===== src/rtl/bist_pkg.sv =====
// Shared BIST definitions: checkerboard constants and the
// FSM state encoding common to every BIST stage.
package bist_pkg;

   localparam int BIST_AW = 8;
   localparam int BIST_DW = 4;

   localparam logic [BIST_DW-1:0] CHK_EVEN = 4'b0101;
   localparam logic [BIST_DW-1:0] CHK_ODD  = 4'b1010;

   typedef enum logic [1:0] {
      IDLE,
      READ,
      DRAIN,
      DONE
   } bist_state_e;

   // Only the address LSB and the latched phase pick the nibble.
   function automatic logic [BIST_DW-1:0] chk_exp(
      input logic odd,
      input logic rev
   );
      return (odd ^ rev) ? CHK_ODD : CHK_EVEN;
   endfunction

endpackage


===== src/rtl/chk_verify_if.sv =====
// Read-back checker bus: start/phase controls, SRAM read
// port and the result signals seen by the BIST controller.
interface chk_verify_if
   import bist_pkg::*;
#(
   parameter int AW = BIST_AW,
   parameter int DW = BIST_DW
);

   logic          en_in;
   logic          rev_in;
   logic [DW-1:0] rd_data;
   logic [AW-1:0] addr_out;
   logic          r_en_out;
   logic          busy;
   logic          done;
   logic          pass;
   logic [AW-1:0] fail_addr;
   logic [DW-1:0] fail_data;
   logic [AW:0]   err_count;

   modport master (
      output en_in,
      output rev_in,
      output rd_data,
      input  addr_out,
      input  r_en_out,
      input  busy,
      input  done,
      input  pass,
      input  fail_addr,
      input  fail_data,
      input  err_count
   );

   modport slave (
      input  en_in,
      input  rev_in,
      input  rd_data,
      output addr_out,
      output r_en_out,
      output busy,
      output done,
      output pass,
      output fail_addr,
      output fail_data,
      output err_count
   );

endinterface


===== src/rtl/chk_exp_pipe.sv =====
// Delay line carrying {valid, addr, expected} so each compare
// lines up with the SRAM data returned LAT cycles later.
module chk_exp_pipe
   import bist_pkg::*;
#(
   parameter int AW  = BIST_AW,
   parameter int DW  = BIST_DW,
   parameter int LAT = 1
) (
   input  logic          clk,
   input  logic          rst_n,
   input  logic          v_in,
   input  logic [AW-1:0] a_in,
   input  logic [DW-1:0] e_in,
   output logic          v_out,
   output logic [AW-1:0] a_out,
   output logic [DW-1:0] e_out
);

   logic          v_q [LAT];
   logic          v_d [LAT];
   logic [AW-1:0] a_q [LAT];
   logic [AW-1:0] a_d [LAT];
   logic [DW-1:0] e_q [LAT];
   logic [DW-1:0] e_d [LAT];

   always_comb begin
      v_d[0] = v_in;
      a_d[0] = a_in;
      e_d[0] = e_in;
      for (int i = 1; i < LAT; i++) begin
         v_d[i] = v_q[i-1];
         a_d[i] = a_q[i-1];
         e_d[i] = e_q[i-1];
      end
   end

   always_ff @(posedge clk or negedge rst_n) begin
      if (!rst_n) begin
         for (int i = 0; i < LAT; i++) begin
            v_q[i] <= 1'b0;
            a_q[i] <= '0;
            e_q[i] <= '0;
         end
      end else begin
         for (int i = 0; i < LAT; i++) begin
            v_q[i] <= v_d[i];
            a_q[i] <= a_d[i];
            e_q[i] <= e_d[i];
         end
      end
   end

   assign v_out = v_q[LAT-1];
   assign a_out = a_q[LAT-1];
   assign e_out = e_q[LAT-1];

endmodule


===== src/rtl/chk_verify.sv =====
// Checkerboard read-back checker: sweeps the SRAM, compares
// each nibble and reports pass, first failure and error count.
module chk_verify
   import bist_pkg::*;
#(
   parameter int AW     = BIST_AW,
   parameter int DW     = BIST_DW,
   parameter int RD_LAT = 1
) (
   input logic         clk,
   input logic         rst_n,
   chk_verify_if.slave bus
);

   localparam logic [AW-1:0] LAST = '1;
   localparam logic [AW:0]   SAT  = {1'b1, {AW{1'b0}}};
   localparam logic [2:0]    DRN_END = 3'(RD_LAT - 1);

   bist_state_e   state_q, state_d;
   logic [AW-1:0] cnt_q, cnt_d;
   logic [2:0]    drn_q, drn_d;
   logic          rev_q, rev_d;
   logic          first_q, first_d;
   logic [AW-1:0] fa_q, fa_d;
   logic [DW-1:0] fd_q, fd_d;
   logic [AW:0]   err_q, err_d;
   logic          pass_q, pass_d;
   logic          done_q, done_d;
   logic          busy_q, busy_d;

   logic          p_v;
   logic [AW-1:0] p_a;
   logic [DW-1:0] p_e;
   logic          rd_on;
   logic          mism;

   assign rd_on = (state_q == READ);

   chk_exp_pipe #(
      .AW  (AW),
      .DW  (DW),
      .LAT (RD_LAT)
   ) u_pipe (
      .clk   (clk),
      .rst_n (rst_n),
      .v_in  (rd_on),
      .a_in  (cnt_q),
      .e_in  (DW'(chk_exp(cnt_q[0], rev_q))),
      .v_out (p_v),
      .a_out (p_a),
      .e_out (p_e)
   );

   assign mism = p_v & (bus.rd_data != p_e);

   always_comb begin
      state_d = state_q;
      cnt_d   = cnt_q;
      drn_d   = drn_q;
      rev_d   = rev_q;
      first_d = first_q;
      fa_d    = fa_q;
      fd_d    = fd_q;
      err_d   = err_q;
      pass_d  = pass_q;
      done_d  = 1'b0;
      busy_d  = busy_q;

      if (mism) begin
         if (err_q != SAT) begin
            err_d = err_q + 1'b1;
         end
         if (!first_q) begin
            first_d = 1'b1;
            fa_d    = p_a;
            fd_d    = bus.rd_data;
         end
      end

      unique case (state_q)
         IDLE: begin
            if (bus.en_in) begin
               state_d = READ;
               rev_d   = bus.rev_in;
               cnt_d   = '0;
               err_d   = '0;
               fa_d    = '0;
               fd_d    = '0;
               first_d = 1'b0;
               pass_d  = 1'b0;
               busy_d  = 1'b1;
            end
         end
         READ: begin
            cnt_d = cnt_q + 1'b1;
            if (cnt_q == LAST) begin
               state_d = DRAIN;
               drn_d   = '0;
            end
         end
         DRAIN: begin
            // err_d already holds the final compare of the sweep
            if (drn_q == DRN_END) begin
               state_d = DONE;
               done_d  = 1'b1;
               busy_d  = 1'b0;
               pass_d  = (err_d == '0);
            end else begin
               drn_d = drn_q + 3'd1;
            end
         end
         DONE: begin
            state_d = IDLE;
         end
         default: begin
            state_d = IDLE;
         end
      endcase
   end

   always_ff @(posedge clk or negedge rst_n) begin
      if (!rst_n) begin
         state_q <= IDLE;
         cnt_q   <= '0;
         drn_q   <= '0;
         rev_q   <= 1'b0;
         first_q <= 1'b0;
         fa_q    <= '0;
         fd_q    <= '0;
         err_q   <= '0;
         pass_q  <= 1'b0;
         done_q  <= 1'b0;
         busy_q  <= 1'b0;
      end else begin
         state_q <= state_d;
         cnt_q   <= cnt_d;
         drn_q   <= drn_d;
         rev_q   <= rev_d;
         first_q <= first_d;
         fa_q    <= fa_d;
         fd_q    <= fd_d;
         err_q   <= err_d;
         pass_q  <= pass_d;
         done_q  <= done_d;
         busy_q  <= busy_d;
      end
   end

   assign bus.addr_out  = cnt_q;
   assign bus.r_en_out  = rd_on;
   assign bus.busy      = busy_q;
   assign bus.done      = done_q;
   assign bus.pass      = pass_q;
   assign bus.fail_addr = fa_q;
   assign bus.fail_data = fd_q;
   assign bus.err_count = err_q;

endmodule


===== src/flat_wrapper.sv =====
// flat-port wrapper written by rule: the top's interface ports become plain ports
module chk_verify_flat import bist_pkg::*;
#(
   parameter int AW     = BIST_AW,
   parameter int DW     = BIST_DW,
   parameter int RD_LAT = 1
)
  (clk, rst_n, bus_en_in, bus_rev_in, bus_rd_data, bus_addr_out, bus_r_en_out, bus_busy, bus_done, bus_pass, bus_fail_addr, bus_fail_data, bus_err_count);
  chk_verify_if #(.AW(AW), .DW(DW)) bus_i ();
  input logic clk;
  input logic rst_n;
  input wire logic [$bits(bus_i.en_in)-1:0] bus_en_in;
  input wire logic [$bits(bus_i.rev_in)-1:0] bus_rev_in;
  input wire logic [$bits(bus_i.rd_data)-1:0] bus_rd_data;
  output wire logic [$bits(bus_i.addr_out)-1:0] bus_addr_out;
  output wire logic [$bits(bus_i.r_en_out)-1:0] bus_r_en_out;
  output wire logic [$bits(bus_i.busy)-1:0] bus_busy;
  output wire logic [$bits(bus_i.done)-1:0] bus_done;
  output wire logic [$bits(bus_i.pass)-1:0] bus_pass;
  output wire logic [$bits(bus_i.fail_addr)-1:0] bus_fail_addr;
  output wire logic [$bits(bus_i.fail_data)-1:0] bus_fail_data;
  output wire logic [$bits(bus_i.err_count)-1:0] bus_err_count;
  assign bus_i.en_in = bus_en_in;
  assign bus_i.rev_in = bus_rev_in;
  assign bus_i.rd_data = bus_rd_data;
  assign bus_addr_out = bus_i.addr_out;
  assign bus_r_en_out = bus_i.r_en_out;
  assign bus_busy = bus_i.busy;
  assign bus_done = bus_i.done;
  assign bus_pass = bus_i.pass;
  assign bus_fail_addr = bus_i.fail_addr;
  assign bus_fail_data = bus_i.fail_data;
  assign bus_err_count = bus_i.err_count;
  chk_verify #(.AW(AW), .DW(DW), .RD_LAT(RD_LAT)) u_core (.clk(clk), .rst_n(rst_n), .bus(bus_i));
endmodule

===== config.mk =====
export PLATFORM = sky130hd
export DESIGN_NAME = chk_verify_flat
export DESIGN_NICKNAME = d
export VERILOG_FILES = /design/src/rtl/bist_pkg.sv /design/src/rtl/chk_verify_if.sv /design/src/rtl/chk_exp_pipe.sv /design/src/rtl/chk_verify.sv /design/src/flat_wrapper.sv
export SDC_FILE = /design/constraint.sdc
export NUM_CORES = 1
export LEC_CHECK = 0
export CORE_MARGIN = 3
export CORE_UTILIZATION = 45
export DETAILED_ROUTE_END_ITERATION = 10
export PLACE_DENSITY_LB_ADDON = 0.12
export SLEW_MARGIN = 20
export SYNTH_ARGS = -nofsm -noshare
export SYNTH_HDL_FRONTEND = slang
export SYNTH_HIERARCHICAL = 1
export SYNTH_SLANG_ARGS = --single-unit

===== constraint.sdc =====
create_clock -name clk -period 4 [get_ports clk]
set_input_delay 1.2 -clock clk [delete_from_list [all_inputs] [get_ports clk]]
set_output_delay 1.2 -clock clk [all_outputs]
set_load 0.02 [all_outputs]

==> results.cfg <==
[layout]
syn_to_final_growth_pct = 23.4
drive_above_1_share_pct = 7.22
fillers = 433
final_cells = 330
final_common_cell = dfrtp_1
multiInputGateArea_um2 = 1000
ff_latch_area_um2 = 1300
mostFrequentLayoutCells = dfrtp_1 (52), clkdlybuf4s50_1 (39), nor2_1 (31)
final_nets = 278
n_antenna_cell = 0

[clocking]
hold_buffers = 0
cts_sinks = 52
clkTransAtPathRegs_ns = 0.10
clkLatencyLatePin_ns = 0.31
post_cts_buffers = 0
clockRootBuffer = clkbuf_8
cts_made_buffers = 5
cts_resized = 0
ctsHtreeMaxLevel = 2
cts_tree = done
clk_path_buf_depth = 2

[floorplanning]
pin_count = 41
coreArea_um2 = 4940
dieArea_um2 = 6230
die_h_um = 78.9
initial_utilization_pct = 48.4
rows = 25
chipWidth_um = 78.9

[place]
dpl.hpwl_mm = 3.25
dpl.cell_count = 322
gp_congestion = 0.784
io_buffer_count = 40

[worst_setup_path]
critPathTopFamily = buffers and inverters
end_kind = output pin
critPathRequiredTime_ns = 2.80
crit_chain = inv_1, ha_1, clkdlybuf4s50_1
slowest_stage = clkdlybuf4s50_1
crit_buf_inv = 2
arrival_ns = 1.79
critPathMaxFanout = 8
cp_slowest_stage_delay_ns = 0.67
path_class = flip-flop to output pin
reg2reg_depth = 6
crit_cells = 3
critPathLaunchType = flip-flop

[timing]
drv_slew = 0
finalHoldViolCount = 0
clock.fmax_ghz = 0.334
slew-limit-headroom_pct = 55.5
skew_ns = 0.0111
fin_tns_setup_ns = 0
worst_slew_pin_slew_ns = 0.667
setup_viol = 0
rsz0062_at_grt = false
period_share_pct = 74.8
timing.hold.ws_ns = 0.467
period_minus_slack_ns = 2.99

[status]
status = finished, final reports clean

[global_routing]
antenna_found_initial = 0
grt_max_degree = 31
grt_pass1_vias = 1634
grtUsageTotal_pct = 16.1
grt_pass1_wl_mm = 7.93
globalRouteOverflowTotal = 0

[pwr]
ir_worst_vdd_mv = 0.470
leakage_nw = 1.29
p_per_area_nw_per_um2 = 632

[routing]
wl_met2_mm = 2.03
drt-met1-wl_mm = 2.28
top_layer = met4
vias = 1670
drt_pass1_iterations = 5
via_per_inst = 5.06
wl_mm = 4.58
wl_per_cell_um = 13.9
wl_met3_um = 213
antenna_left = 0
drt_iter0_markers = 86
route.detailed.drc = 0

[yosys]
ys_top_cells_by_area = dfrtp_1 (54%), mux2i_1 (5.9%), nor2_1 (4.9%), ha_1 (4.2%), xnor2_1 (4.0%)
synth_top_area_share_pct = 54.4
ys_ff_latch = 52
syn_nets = 237
ys_types = 36
yosys_warnings = 6
synthCells = 221
synth_area_per_cell_um2 = 10.8
ys_seq_area_share_pct = 54.4
syn_area_um2 = 2390
synth_top_area_cell = dfrtp_1

[worst_hold_path]
hold_path_class = flip-flop to flip-flop
hold_depth = 0

[flow_run]
cap_violations = 0
## logic make-up after synthesis
kind of cell | count (synthesis) | synth area share [%]
xor gates and xnor gates | 19 | 6.95
DFF | 52 | 54.4
muxes | 17 | 7.27
adders and majority gates | 8 | 4.18
buffers and inverters | 21 | 3.66
and+or+nand+nor | 78 | 15.6
AOI/OAI and AO/OA | 26 | 7.95
## path summary, 6_finish.rpt
check | startpoint | endpoint | slack, ns
min in group asynchronous | rst_n | u_core/bus.fail_addr[4] | 0.91
setup / recovery | u_core/state_q[1] | bus_r_en_out | 1.01
hold reg to reg | u_core/bus.addr_out[4] | u_core/u_pipe/a_out[4] | 0.47
hold / removal | u_core/bus.addr_out[4] | u_core/u_pipe/a_out[4] | 0.47
max in group asynchronous | rst_n | u_core/bus.addr_out[2] | 2.34
setup reg to reg | u_core/bus.err_count[0] | u_core/bus.pass | 1.95
## report_power, final
group          internal (mW)  switching, mW  leakage, nW
Combinational          0.353          0.423        0.554
Clock                  0.129          0.185       0.0463
Sequential             0.666          0.112        0.689
## layout make-up
cell class                 instances  share of cell area (%)
sequential                        52                    44.1
tap                               67                    2.84
clock inverter                     3                   0.932
timing repair buffer              44                    14.4
clock buffer                       5                    2.33
multi-input combinational        148                    34.0
inverter                          11                    1.40
## metrics by stage
| step | setup WS, ns | utilization, % | power (mW) | cell area (um^2) |
|---|---|---|---|---|
| after floorplan | 1.47 | - | 1.28 | 2390 |
| after global placement | 0.837 | 57.8 | 1.56 | 2860 |
| after detailed placement | 0.831 | 57.8 | 1.57 | 2860 |
| after CTS | 0.999 | 59.7 | 1.89 | 2950 |
| after global routing | 0.871 | 59.7 | 2.00 | 2950 |
| final | 1.01 | 59.7 | 1.87 | 2950 |
## worst register-to-register path, delay by kind of cell (launching register included)
kind,cells,cell delay [ns]
fa+ha+maj,1,0.30
compound gates,5,1.22
flops,1,0.47
## metal layers
metal / track usage [%] / up-vias
met3: 3.51 / 6
met1: 22.7 / 791
met5: 0 / -
met4: 4.64 / 0
met2: 25.0 / 41
li1: - / 832
## synthesized netlist by cell type
cell	count
buf_2	6
a311oi_1	1
a21oi_1	5
and3_1	1
nand2b_1	2
nor3b_1	1
clkbuf_1	3
xor2_1	8
or2_2	2
nand4b_1	1
o21ai_0	9
a41o_1	1
a32o_1	1
or3_1	5
and2_1	3
nor2b_1	1
mux2_2	3
clkbuf_2	1
a21boi_0	1
nand2_1	12
a2111o_1	1
nor3_1	5
and4b_1	1
nor4b_1	1
dfrtp_1	52
mux2i_1	14
o41ai_4	1
nand3_1	8
ha_1	8
o31ai_1	4
nand4_1	4
a31oi_1	1
inv_1	11
a221oi_1	1
nor2_1	31
xnor2_1	11
## state kept, by name, indices dropped and copies added (netlist names), 2 cells and up
signal                cells
u_core/u_pipe/e_out       4
u_core/bus.fail_addr      8
u_core/state_q            2
u_core/bus.fail_data      4
u_core/bus.addr_out       8
u_core/u_pipe/a_out       8
u_core/bus.err_count      9
u_core/drn_q              3
No activity file was read; power rests on OpenSTA's default activity.
